<file path="src/rtl/writeback_unit.sv">
// Purpose: writeback stage; orders ALU/load results in a small FIFO and retires one regfile write per cycle.
// Latency: a result accepted at edge N can commit to the register file at edge N+1 at the earliest.
// Backpressure: ready comes only from the registered count; a load needs one free slot, an ALU result two if a load is also offered.
// Ports: clk/rst (sync, active-high); alu_*/ld_* producer valid/ready handshakes with rd and data;
//        writeAddr/writeData/writeEnable drive the regfile write port; fwd_addr*/fwd_hit*/fwd_data*
//        forward pending writes to decode; idle is high when no write is pending.
module writeback_unit #(
   parameter int DEPTH = 4,
   parameter int PTR_W = 2
) (
   input  logic             clk,
   input  logic             rst,
   input  logic             alu_valid,
   output logic             alu_ready,
   input  logic [4:0]       alu_rd,
   input  logic [31:0]      alu_data,
   input  logic             ld_valid,
   output logic             ld_ready,
   input  logic [4:0]       ld_rd,
   input  logic [31:0]      ld_data,
   output logic [4:0]       writeAddr,
   output logic [31:0]      writeData,
   output logic             writeEnable,
   input  logic [4:0]       fwd_addr1,
   input  logic [4:0]       fwd_addr2,
   output logic             fwd_hit1,
   output logic             fwd_hit2,
   output logic [31:0]      fwd_data1,
   output logic [31:0]      fwd_data2,
   output logic             idle
);

   typedef struct packed {
      logic [4:0]  rd;
      logic [31:0] data;
   } wb_entry_t;

   wb_entry_t        mem [DEPTH];
   logic [PTR_W-1:0] rd_ptr;
   logic [PTR_W-1:0] wr_ptr;
   logic [PTR_W-1:0] alu_slot;
   logic [PTR_W-1:0] fwd_idx;
   logic [PTR_W:0]   count;
   logic [PTR_W:0]   count_next;
   logic [PTR_W:0]   free;
   logic [PTR_W:0]   pushes;
   logic             ld_push;
   logic             alu_push;
   logic             pop;

   assign free      = (PTR_W+1)'(DEPTH) - count;
   assign ld_ready  = (free != '0);
   // The ALU may only take the last free slot when no load competes for it.
   assign alu_ready = (free >= (PTR_W+1)'(2)) || ((free != '0) && !ld_valid);

   // Writes to x0 complete the handshake but never occupy a slot.
   assign ld_push    = ld_valid && ld_ready && (ld_rd != 5'd0);
   assign alu_push   = alu_valid && alu_ready && (alu_rd != 5'd0);
   assign pop        = (count != '0);
   assign pushes     = (PTR_W+1)'(ld_push) + (PTR_W+1)'(alu_push);
   assign count_next = count + pushes - (PTR_W+1)'(pop);
   // The load is the older result, so it takes the first slot when both push.
   assign alu_slot   = wr_ptr + PTR_W'(ld_push);

   always_ff @(posedge clk) begin
      if (rst) begin
         rd_ptr <= '0;
         wr_ptr <= '0;
         count  <= '0;
      end else begin
         wr_ptr <= wr_ptr + PTR_W'(pushes);
         if (pop) begin
            rd_ptr <= rd_ptr + PTR_W'(1);
         end
         count <= count_next;
      end
   end

   // Entry storage carries no reset; only the count decides which entries are live.
   always_ff @(posedge clk) begin
      if (!rst) begin
         if (ld_push) begin
            mem[wr_ptr] <= '{rd: ld_rd, data: ld_data};
         end
         if (alu_push) begin
            mem[alu_slot] <= '{rd: alu_rd, data: alu_data};
         end
      end
   end

   always_ff @(posedge clk) begin
      if (!rst) begin
         assert (int'(count) + int'(pushes) - int'(pop) <= DEPTH);
      end
   end

   // The write strobe is suppressed while rst is high so that a reset
   // arriving with writes pending lets none of them reach the register file.
   always_comb begin
      writeEnable = pop && !rst;
      writeAddr   = '0;
      writeData   = '0;
      if (writeEnable) begin
         writeAddr = mem[rd_ptr].rd;
         writeData = mem[rd_ptr].data;
      end
   end

   // Walk live entries oldest to youngest so the last match (youngest) wins.
   // The head that retires this cycle is still visible; this cycle's pushes are not.
   always_comb begin
      fwd_hit1  = 1'b0;
      fwd_hit2  = 1'b0;
      fwd_data1 = '0;
      fwd_data2 = '0;
      fwd_idx   = '0;
      for (int i = 0; i < DEPTH; i++) begin
         fwd_idx = rd_ptr + PTR_W'(i);
         if ((PTR_W+1)'(i) < count) begin
            if ((fwd_addr1 != 5'd0) && (mem[fwd_idx].rd == fwd_addr1)) begin
               fwd_hit1  = 1'b1;
               fwd_data1 = mem[fwd_idx].data;
            end
            if ((fwd_addr2 != 5'd0) && (mem[fwd_idx].rd == fwd_addr2)) begin
               fwd_hit2  = 1'b1;
               fwd_data2 = mem[fwd_idx].data;
            end
         end
      end
   end

   assign idle = (count == '0);

endmodule

</file>
<file path="config.mk">
export PLATFORM = sky130hd
export DESIGN_NAME = writeback_unit
export DESIGN_NICKNAME = d
export VERILOG_FILES = /design/src/rtl/writeback_unit.sv
export SDC_FILE = /design/constraint.sdc
export NUM_CORES = 1
export LEC_CHECK = 0
export ABC_AREA = 1
export BUFFER_PORTS_ARGS = -buffer_cell sky130_fd_sc_hd__buf_2
export CAP_MARGIN = 40
export CELL_PAD_IN_SITES_DETAIL_PLACEMENT = 0
export CELL_PAD_IN_SITES_GLOBAL_PLACEMENT = 1
export CORE_MARGIN = 5
export CORE_UTILIZATION = 40
export CTS_BUF_LIST = sky130_fd_sc_hd__clkbuf_8
export DETAILED_ROUTE_END_ITERATION = 8
export GPL_ROUTABILITY_DRIVEN = 0
export HOLD_SLACK_MARGIN = 0.02
export PLACE_DENSITY = 0.8
export RECOVER_POWER = 50
export SLEW_MARGIN = 10
export SYNTH_ARGS = -nofsm -noshare
export SYNTH_HDL_FRONTEND = slang
export SYNTH_SLANG_ARGS = --single-unit
export TNS_END_PERCENT = 1
</file>
<file path="constraint.sdc">
create_clock -name clk -period 8.34 [get_ports clk]
set_clock_uncertainty 0.15 [all_clocks]
set_input_delay 0 -clock clk [delete_from_list [all_inputs] [get_ports clk]]
set_output_delay 0 -clock clk [all_outputs]
set_load 0.02 [all_outputs]
</file>
After elaboration in Yosys (flattened, before gate mapping)

Memories as Yosys holds them, arrays and structs flattened. A register that Yosys moved wholly into a read port is not among the register bits.
Cells that the tools add are included.

Add/subtract/negate cells: 9
Equal/unequal tests: 8
Magnitude comparators: 5
Muxes and demuxes: 42
Reduce and logical (&&, ||, !) cells: 24

Operators with widths:

| operator                                                              | number |
|---|---|
| 32-bit two-way mux                                                    | 17 |
| 5-bit equality test                                                   | 8 |
| 1-bit two-way mux                                                     | 22 |
| 5-bit nonzero test                                                    | 4 |
| 1-bit logical AND                                                     | 14 |
| 1-bit by 3-bit < comparator with 1-bit output, first input constant   | 2 |
| 2-bit by 3-bit < comparator with 1-bit output, first input constant   | 2 |
| 3-bit nonzero test                                                    | 2 |
| 5-bit two-way mux                                                     | 1 |
| 2-bit adder, second input constant                                    | 2 |
| 2-bit two-way mux                                                     | 2 |
| 3-bit by 2-bit adder with 3-bit output                                | 1 |
| 3-bit by 2-bit >= comparator with 1-bit output, second input constant | 1 |
| 3-bit zero test                                                       | 1 |
| 3-bit by 1-bit subtractor with 3-bit output                           | 1 |
| 3-bit subtractor, first input constant                                | 1 |
| 1-bit by 1-bit adder with 2-bit output                                | 1 |
| 2-bit by 1-bit adder with 2-bit output                                | 1 |
| 2-bit by 1-bit adder with 2-bit output, second input constant         | 1 |
| 2-bit adder                                                           | 1 |
| 1-bit zero test                                                       | 2 |
| 1-bit logical OR                                                      | 1 |

Flip-flop bits (word level): 7
Bits in writable memories: 148
Memories kept: 1
Logic and storage cells: 92

Memories:

| name | depth | bits a word | rd ports | clocked after memory_dff | wr ports | RTL line | RTL |
|---|---|---|---|---|---|---|---|
| mem  | 4     | 37          | 4        | 1                        | 2        | 38       | `wb_entry_t mem [DEPTH];` |

Depth between registers and ports, before layout

Gate-level depths: netlist of the first run.

Depth in word-level cells: 10
Depth in mapped cells: 17
Mapped depth without buffers: 15

Worst setup path before layout of the first run

No wires, ideal clock.

Path kind: reg2reg
Start point: register count[0]
End point: memory mem[0][0] (netlist bit), enable pin
Setup slack: 3.830 ns
Setup time: 0.483 ns
Data required time: 7.707 ns
Clock period less this slack: 4.510 ns
Buffers on the path: 0
Cell stages (with the launch flop): 9
Arrival time: 3.878 ns
Cell sequence: dfxtp_1 > inv_1 > ha_1 > ha_1 > inv_1 > nand3_1 > nor2_1 > nand2_1 > o21ai_0

RTL lines:

| element                  | RTL line | RTL |
|---|---|---|
| start: declaration       | 43       | `logic [PTR_W:0] count;` |
| start signal: assignment | 75       | `count <= count_next;` |
| end: declaration         | 38       |  |

Worst setup path in the final report of the first run

Start point: register rd_ptr[0]
End point: output port fwd_data1[30]

Cells in the longest elaborated chain, start to end: 10

Ends and longest elaborated chain:

| element                                | RTL line | RTL |
|---|---|---|
| start: declaration                     | 39       | `logic [PTR_W-1:0] rd_ptr;` |
| start signal: assignment               | 73       | `rd_ptr <= rd_ptr + PTR_W'(1);` |
| 2-bit by 1-bit adder with 2-bit output | 118      | `fwd_idx = rd_ptr + PTR_W'(i);` |
| memory 4 x 37 bit *                    | --       |  |
| 5-bit equality test                    | 120      | `if ((fwd_addr1 != 5'd0) && (mem[fwd_idx].rd == fwd_addr1)) begin` |
| 1-bit logical AND                      | 120      |  |
| 32-bit two-way mux                     | 120      |  |
| 32-bit two-way mux                     | 119      | `if ((PTR_W+1)'(i) < count) begin` |
| 32-bit two-way mux                     | 120      |  |
| 32-bit two-way mux                     | 119      |  |
| 32-bit two-way mux                     | 120      |  |
| 32-bit two-way mux *                   | 119      |  |
| end: declaration                       | 28       | `output logic [31:0] fwd_data1,` |

Every way passes the cells marked *; elsewhere a longest branch is shown, timed or not.

==> results.toml, run 1 <==
[place]
dp.final_hpwl_mm = 38.0
port_buffers = 194

[setup_path]
path_buf_inv = 4
cp_top_family = "simple AND/OR/NAND/NOR gates"
path_cells = "inv_2, nand2_2, nand2_1, buf_4, nand2_1, nand2_1, nand2_1, nand3_1, a21oi_1, nand3_2, inv_2, nor2_1, nand2_1, nand2_1, buf_2"
timing.critical_path.mode_cell = "nand2_1"
worst-setup-path-type = "flop to output pin"
arrival_ns = 6.22
startpoint_type = "flop"
worstSetupEndpointType = "output pin"
slowest_delay_ns = 1.35
cp_max_fo = 49
cp_slowest_cell = "dfxtp_1"
worstPathRequired_ns = 8.19

[logic_synthesis]
yosys-top-cells-area = "edfxtp_1 (30%), nand2_1 (23%), o21ai_0 (11%)"
ys_types = 33
ys_seq_area_frac = 0.317
avgSynthCellArea_um2 = 5.88
syn_nets = 2582
synth_ff_type = "edfxtp_1"
async_flop_share = 0
synth_top_cell_area_share = 0.304
netlist_instances = 2483
yosys.area.top_type = "edfxtp_1"
synth_warnings = 0
syn_area_um2 = 14600
postSynthRegisterBits = 157
synth_edf_count = 148

[drt]
drc = 0
viasPerCell = 5.29
routedWlPerCell_um = 18.2
drt_first_pass_iters = 7
drt_iter0_drc = 1769
drt_wl_total_mm = 57.6
ant_nets = 0
vias = 16800

[timing]
period_share = 0.764
rsz0062_at_grt = "false"
slew_viol_final = 451
fmax_mhz = 157
post-route-min-period_ns = 6.37
relSlewSlack = -1.48
whs_ns = 0.0839
worst_pin_slew_ns = 3.71
finalSetupViolations = 0
hold_viol = 0
tns_ns = 0

[clock_network]
cts_buffers = 17
clk_latency_ns = 0.48
cts_tree = "built"
h-tree-depth = 4
hold_buffers = 112
clock_sinks = 157
post_cts_buffers = 0
cts_buffer_depth = 2
cts_root_buffer = "clkbuf_8"
post_cts_resized = 0
cts.reportedPaths.clkPinSlew_ns = 0.09

[finish]
nets = 2785
fillCellCount = 3782
drive_gt1_frac = 0.0900
multi_input_area_um2 = 8100
n_antenna_cell = 0
register_area_um2 = 4620
area_growth_pct = 19.4

[worst_hold_path]
hold_class = "input port to flop"

[floorplan]
die_y_um = 201
row_count = 70
start_util = 0.402
num_io_pins = 195
fp.coreArea_um2 = 36300
fp.dieW_um = 201
die-area_um2 = 40400

[power_and_ir_drop]
powerDensity_nw_per_um2 = 326
peakVddDrop_v = 0.000206
leakage_uw = 0.00898

[global_route]
antenna_found_initial = 0
grt_max_degree = 102
first_global_vias = 16200
grt_pass1_wl_mm = 89.6
gr-usage-all-layers = 0.277
overflow = 0

[flow_run]
maxCapViolCount = 8

[outcome]
violations = "max-capacitance violations, max-slew violations"
status = "complete, but fails checks"
tightest hold or removal path: stages:
cell and delay (ns):
buf_2 0.11, nand3_1 0.10, inv_1 0.09, ha_1 0.15, ha_1 0.12, inv_1 0.03, nor2_1 0.08
power breakdown:
part / internal [uW] / total (uW) / switching (uW)
sequential: 1110 / 1260 / 150
combinational: 1080 / 3840 / 2760
clock: 270 / 594 / 324
cell families (layout without fill, tap and decap cells):
kind of cell	count (synthesis)	in the layout	synth area share
buffers and inverters	497	713	0.136
xor gates and xnor gates	7	7	0.00420
adders and majority gates	11	11	0.00994
and+or+nand+nor	1408	1408	0.387
AOI/OAI and AO/OA	403	403	0.147
DFF	157	157	0.317
layout by cell type, fill, tap and decap left out, types with 37 or more instances in the layout:
cell type	n
nand4_1	37
a21oi_1	48
clkbuf_1	43
o21ai_0	313
edfxtp_1	148
nand3_1	140
nand2_1	912
dlygate4sd3_1	112
inv_1	337
buf_2	159
nor2_1	267
cells in the mapped netlist (2+ instances only):
| cell | number |
|---|---|
| nand2_2 | 3 |
| nor2_1 | 269 |
| nor2_2 | 3 |
| clkbuf_1 | 87 |
| nand3_2 | 2 |
| dfxtp_1 | 9 |
| buf_2 | 42 |
| nand2_1 | 913 |
| nor3_1 | 33 |
| edfxtp_1 | 148 |
| o21ai_0 | 317 |
| ha_1 | 10 |
| nand4_1 | 37 |
| nor2_4 | 2 |
| inv_2 | 5 |
| buf_1 | 12 |
| buf_6 | 3 |
| buf_4 | 9 |
| o21ai_1 | 2 |
| xor2_1 | 6 |
| inv_1 | 337 |
| nand3_1 | 145 |
| a32oi_1 | 32 |
| a21oi_1 | 48 |
area by class of cell:
| class | instances | share of cell area |
|---|---|---|
| Inverter | 342 | 0.0736 |
| Sequential cell | 157 | 0.265 |
| Multi-Input combinational cell | 1829 | 0.465 |
| Clock buffer | 17 | 0.0134 |
| Tap cell | 468 | 0.0336 |
| Clock inverter | 15 | 0.00933 |
| Timing Repair Buffer | 339 | 0.140 |
final timing paths:
check | from | endpoint | slack, ns | depth (start not counted)
worst max-delay path | rd_ptr[0] | fwd_data1[30] | 1.97 | 15
worst min-delay path | ld_valid | wr_ptr[0] | 0.08 | 7
worst max register to register | count[0] | mem[2][12] | 1.97 | 13
worst min register to register | count[0] | count[0] | 0.44 | 3
metal layers:
metal	routed length, um	track usage	up-vias	share of wire
met1	24200	0.367	7534	0.42
li1	-	-	8266	-
met3	5340	0.0473	120	0.093
met5	0	0	-	0
met4	1930	0.114	0	0.033
met2	26100	0.452	841	0.45
state kept, by name, indices dropped and copies added, names as in the netlist, named ones only:
signal	count
wr_ptr	2
count	3
mem	148
rd_ptr	2
stage by stage:
step           total power, uW  instance area [um^2]  utilization  instances  setup slack, ns
3_5_place_dp              4980                 16000        0.441       3023             3.85
5_1_grt                   6140                 17400        0.480       3167             1.51
4_1_cts                   5640                 17600        0.483       3167             3.30
2_1_floorplan             3740                 14600            -       2483             3.83
6_report                  5690                 17400        0.480       3167             1.97
3_3_place_gp              4840                 15700        0.433       3011             2.64
Note: power is estimated with default switching activity, not from simulation.
==> run 2, diff against run 1 <==
- CORE_UTILIZATION: 40 -> 38
- PLACE_DENSITY: 0.8 -> 0.79
- clock period: 8.34 -> 5.3 ns (I/O delays scaled with it)
==> run 2 against run 1 <==
- the flow still finishes with violations (max-capacitance violations, max-slew violations)
- cell count is 1.5% higher
- design area hardly changed
- die area is 5.0% higher
- flip-flop and latch count stayed put
- clock power is 44% higher
- via count hardly changed
- setup slack worse by 1.5 ns
- hold slack better by 0.094 ns
==> results.toml, run 2 (synthesized netlist as in run 1, its figures left out) <==
[setup_path]
worstSetupEndpointType = "flop"
startpoint_type = "flop"
cp_max_fo = 23
cp_top_family = "compound AO/OA/AOI/OAI gates"
arrival_ns = 4.81
worst-setup-path-type = "flop to flop"
path_buf_inv = 3
slowest_delay_ns = 2.31
path_cells = "inv_1, ha_1, ha_1, inv_1, nand3_1, nor2_1, nand2_1, o21ai_0, buf_4"
worstPathRequired_ns = 5.29
cp_slowest_cell = "o21ai_0"

[power_and_ir_drop]
p_int_uw = 3720
leakage_uw = 0.00901
switching_share = 0.577
clock_power_share = 0.097
seqPwrFrac = 0.226
powerDensity_nw_per_um2 = 505
peakVddDrop_v = 0.000194
combPwrFrac = 0.676
p_sw_uw = 5090
power.total_uw = 8810

[global_route]
antenna_found_initial = 1
grt_pass1_wl_mm = 88.7
overflow = 0
first_global_vias = 15900
grt_max_degree = 75
gr-usage-all-layers = 0.268

[timing]
rsz0062_at_grt = "false"
finalSetupViolations = 0
slew_viol_final = 242
worst_pin_slew_ns = 3.10
period_share = 0.910
hold_viol = 0
fmax_mhz = 207
whs_ns = 0.178
relSlewSlack = -1.09
post-route-min-period_ns = 4.82
tns_ns = 0

[worst_hold_path]
hold_class = "input port to flop"

[flow_run]
maxCapViolCount = 5

[floorplan]
num_io_pins = 195
start_util = 0.386
die_y_um = 206
row_count = 71
fp.dieW_um = 206
fp.coreArea_um2 = 37800
die-area_um2 = 42500

[drt]
drc = 0
routedWlPerCell_um = 17.7
drt_iter0_drc = 1484
viasPerCell = 5.21
vias = 16800
ant_nets = 0
drt_first_pass_iters = 6
drt_wl_total_mm = 57.0

[finish]
top_register = "mem"
fillCellCount = 4056
largest_reg_flops = 148
multi_input_area_um2 = 8080
fin_cells = 3216
nets = 2790
drive_gt1_frac = 0.0954
stdcell_area_um2 = 17400
register_area_um2 = 4630
layout_commonest_cell = "nand2_1"
top_regs = "mem: 148 flops, count: 3 flops"
area_growth_pct = 19.4
final_cell_mix = "nand2_1 (910), inv_1 (337), o21ai_0 (315)"

[place]
dp.cells = 3070
placed_cell_area_um2 = 16000
port_buffers = 194
dp.final_hpwl_mm = 38.8

[outcome]
violations = "max-capacitance violations, max-slew violations"
status = "complete, but fails checks"

[clock_network]
h-tree-depth = 4
post_cts_buffers = 0
cts.reportedPaths.clkPinSlew_ns = 0.09
clk_latency_ns = 0.48
cts_buffer_depth = 2
clock_sinks = 157
cts_root_buffer = "clkbuf_8"
cts_tree = "built"
cts_buffers = 17
## run 2: cell types whose count changed in the layout (fill, tap and decap cells not counted), sizes merged
cell	delta
buf	+10
clkbuf	-6
inv	+4
bufinv	-2
clkinvlp	-2
diode	+1
dlygate4sd3	+1
## run 2: layout make-up
type,count,area share
multi-input combinational,1829,0.463
sequential,157,0.266
timing repair buffer,344,0.140
inverter,342,0.0736
tap,511,0.0367
clock buffer,17,0.0134
clock inverter,15,0.00746
antenna,1,0.000144
## run 2: worst reg2reg max path: stages (launching register included)
cell and delay (ns):
dfxtp_1 0.35, inv_1 0.08, ha_1 0.22, ha_1 0.20, inv_1 0.09, nand3_1 0.09, nor2_1 0.14, nand2_1 0.13
o21ai_0 2.31, buf_4 0.69
## run 2: what timing repair did
item,4_1_cts,5_1_grt
resized for setup,0,0
hold endpoints to repair,157,0
hold buffers,113,0
## run 2: metal layers
metal | vias up | part of all wire | GRT usage
li1 | 8282 | - | -
met3 | 127 | 0.086 | 0.0439
met5 | - | 0 | 0
met4 | 0 | 0.036 | 0.108
met2 | 749 | 0.46 | 0.440
met1 | 7607 | 0.42 | 0.351
## run 2: metrics by stage
step,util,setup slack (ns)
after floorplan,-,0.790
after global placement,0.420,1.27
after detailed placement,0.423,1.43
after CTS,0.463,0.856
after global routing,0.461,0.280
final,0.461,0.478
## run 2: worst paths after layout
check                           startpoint   endpoint  slack [ns]  cells past startpoint
worst min register to register   wr_ptr[1]  wr_ptr[1]        0.43                      1
worst min-delay path             alu_valid  wr_ptr[1]        0.18                      6
worst max-delay path              count[0]  mem[0][9]        0.48                      9
worst max register to register    count[0]  mem[0][9]        0.48                      9
## run 2: power groups by stage
stage	Clock, uW	Combinational, uW	Sequential, uW
floorplan	0	4000	1880
global placement	0	5660	2000
detailed placement	0	5770	2010
CTS	874	5920	1980
global route	925	6610	2030
finish	858	5960	1990
==> run 3, diff against run 2 <==
- CTS_CLUSTER_SIZE: default -> 30
- REMOVE_ABC_BUFFERS: default -> 1
- clock period: 5.3 -> 4.4 ns (I/O delays scaled with it)
==> run 3 against run 2 <==
- the run still ends with max-capacitance violations, max-slew violations left
- setup slack worse by 0.21 ns
- critical path depth is 7 higher
- design area is 0.72% higher
- combinational power is 24% higher
- register-to-register slack worse by 0.11 ns
- hold slack worse by 0.081 ns
- via count is 2.8% higher
- largest power group unchanged
==> results.toml, run 3 (synthesized netlist as in run 1, its figures left out) <==
[setup_path]
r2r_end = "mem[0][10]"
r2r_slack_ns = 0.37
worstSetupEndpointType = "output pin"
worst-setup-path-type = "flop to output pin"
startpoint_type = "flop"
cp_max_fo = 56
reg2reg_depth = 10
rr_startpoint = "count[1]"
arrival_ns = 3.98
worstPathRequired_ns = 4.25

[power_and_ir_drop]
p_int_uw = 4740
combPwrFrac = 0.670
leakage_uw = 0.00903
clock_power_share = 0.116
peakVddDrop_v = 0.000375
p_sw_uw = 6260
power.total_uw = 11000
switching_share = 0.569
powerDensity_nw_per_um2 = 626
seqPwrFrac = 0.213

[clock_network]
cts_tree = "built"
clock_sinks = 157
h-tree-depth = 4
cts.reportedPaths.clkPinSlew_ns = 0.09
post_cts_buffers = 0
cts_root_buffer = "clkbuf_8"
clk_latency_ns = 0.48
cts_buffer_depth = 2
cts_buffers = 17

[drt]
drt_first_pass_iters = 6
routedWlPerCell_um = 19.0
drt_wl_total_mm = 61.2
met2_length_mm = 28.9
drt_iter0_drc = 1679
ant_nets = 0
wl_met3_mm = 5.23
drc = 0
drt-met1-wl_mm = 24.9
highest_layer = "met4"
vias = 17200
viasPerCell = 5.35

[finish]
n_antenna_cell = 0
top_regs = "mem: 148 flops, count: 3 flops"
top_register = "mem"
layout_commonest_cell = "nand2_1"
nets = 2795
largest_reg_flops = 148
fin_cells = 3219
area_growth_pct = 20.2
drive_gt1_frac = 0.0971
final_cell_mix = "nand2_1 (908), inv_1 (336), o21ai_0 (313)"

[timing]
period_share = 0.940
relSlewSlack = -0.240
finalSetupViolations = 0
hold_viol = 0
worst_pin_slew_ns = 1.85
whs_ns = 0.0970
worst_slack_ns = 0.265
tns_ns = 0
post-route-min-period_ns = 4.13
rsz0062_at_grt = "false"
fmax_mhz = 242
slew_viol_final = 26

[outcome]
violations = "max-capacitance violations, max-slew violations"
status = "complete, but fails checks"

[global_route]
overflow = 0
grt_pass1_wl_mm = 91.7
gr-usage-all-layers = 0.279
antenna_found_initial = 0
grt_max_degree = 97
first_global_vias = 16400

[place]
port_buffers = 194
dp.cells = 3074
dp.final_hpwl_mm = 39.9
post-place-ws_ns = 0.799

[floorplan]
start_util = 0.386
fp.coreArea_um2 = 37800
fp.dieW_um = 206
num_io_pins = 195
die_y_um = 206
die-area_um2 = 42500
row_count = 71

[flow_run]
maxCapViolCount = 2

[worst_hold_path]
worstHoldStart = "ld_valid"
worstHoldPathCells = 7
hold_end = "wr_ptr[0]"
hold_class = "input port to flop"
==> run 3: area by class of cell <==
class | instances | area (um^2)
inverter | 342 | 1280
timing repair buffer | 347 | 2410
sequential | 157 | 4630
multi-input combinational | 1831 | 8140
fill | 4027 | 20300
clock buffer | 17 | 234
clock inverter | 14 | 216
tap | 511 | 639
==> run 3: how the worst max path moves through the flow <==
| stage | startpoint | endpoint | slack, ns | cells past startpoint |
|---|---|---|---|---|
| finish | flop | fwd_data1[10] | 0.27 | 16 |
| floorplan | rd_ptr[0] | fwd_data1[0] | -2.55 | 12 |
| global route | flop | fwd_data1[21] | 0.02 | 16 |
| CTS | flop | fwd_data1[19] | 0.29 | 16 |
| global placement | rd_ptr[0] | fwd_data2[6] | 0.35 | 13 |
| detailed placement | count[0] | mem[3][0] | 0.80 | 10 |
==> run 3: power groups by stage <==
stage / logic [uW] / clock network, uW / registers, uW
2_1_floorplan: 4410 / 0 / 2450
3_5_place_dp: 7080 / 0 / 2380
4_1_cts: 7240 / 1290 / 2340
3_3_place_gp: 6890 / 0 / 2370
5_1_grt: 8120 / 1370 / 2380
6_report: 7370 / 1280 / 2340
==> run 3: critical path, stage by stage, from the launching register on <==
cell     delay (ns)
dfxtp_4        0.75
inv_2          0.46
nand2_1        0.19
nand2_1        0.06
nand2_1        0.07
nand2_1        0.13
nand2_1        0.09
nand2_1        0.05
nor2_1         0.08
nand2_1        0.10
nor2_4         0.69
buf_4          0.29
nand3_1        0.08
nand2_1        0.09
nand2_1        0.06
nand2_1        0.10
buf_2          0.18
==> run 3: per-layer routing <==
| metal | global-route usage | up-vias |
|---|---|---|
| met3 | 0.0381 | 144 |
| met4 | 0.115 | 0 |
| met2 | 0.472 | 895 |
| met1 | 0.359 | 7902 |
| li1 | - | 8288 |
| met5 | 0 | - |
==> run 3: stage by stage <==
step | instance area [um^2] | util
floorplan | 13900 | -
global route | 17600 | 0.464
finish | 17600 | 0.464
detailed placement | 16100 | 0.424
global placement | 15900 | 0.421
CTS | 17600 | 0.466
==> run 3: what timing repair did <==
action | 4_1_cts | 5_1_grt
setup endpoints to repair | 0 | 5
gates resized for setup | 0 | 4
hold buffers | 112 | 0
hold endpoints to repair | 155 | 0
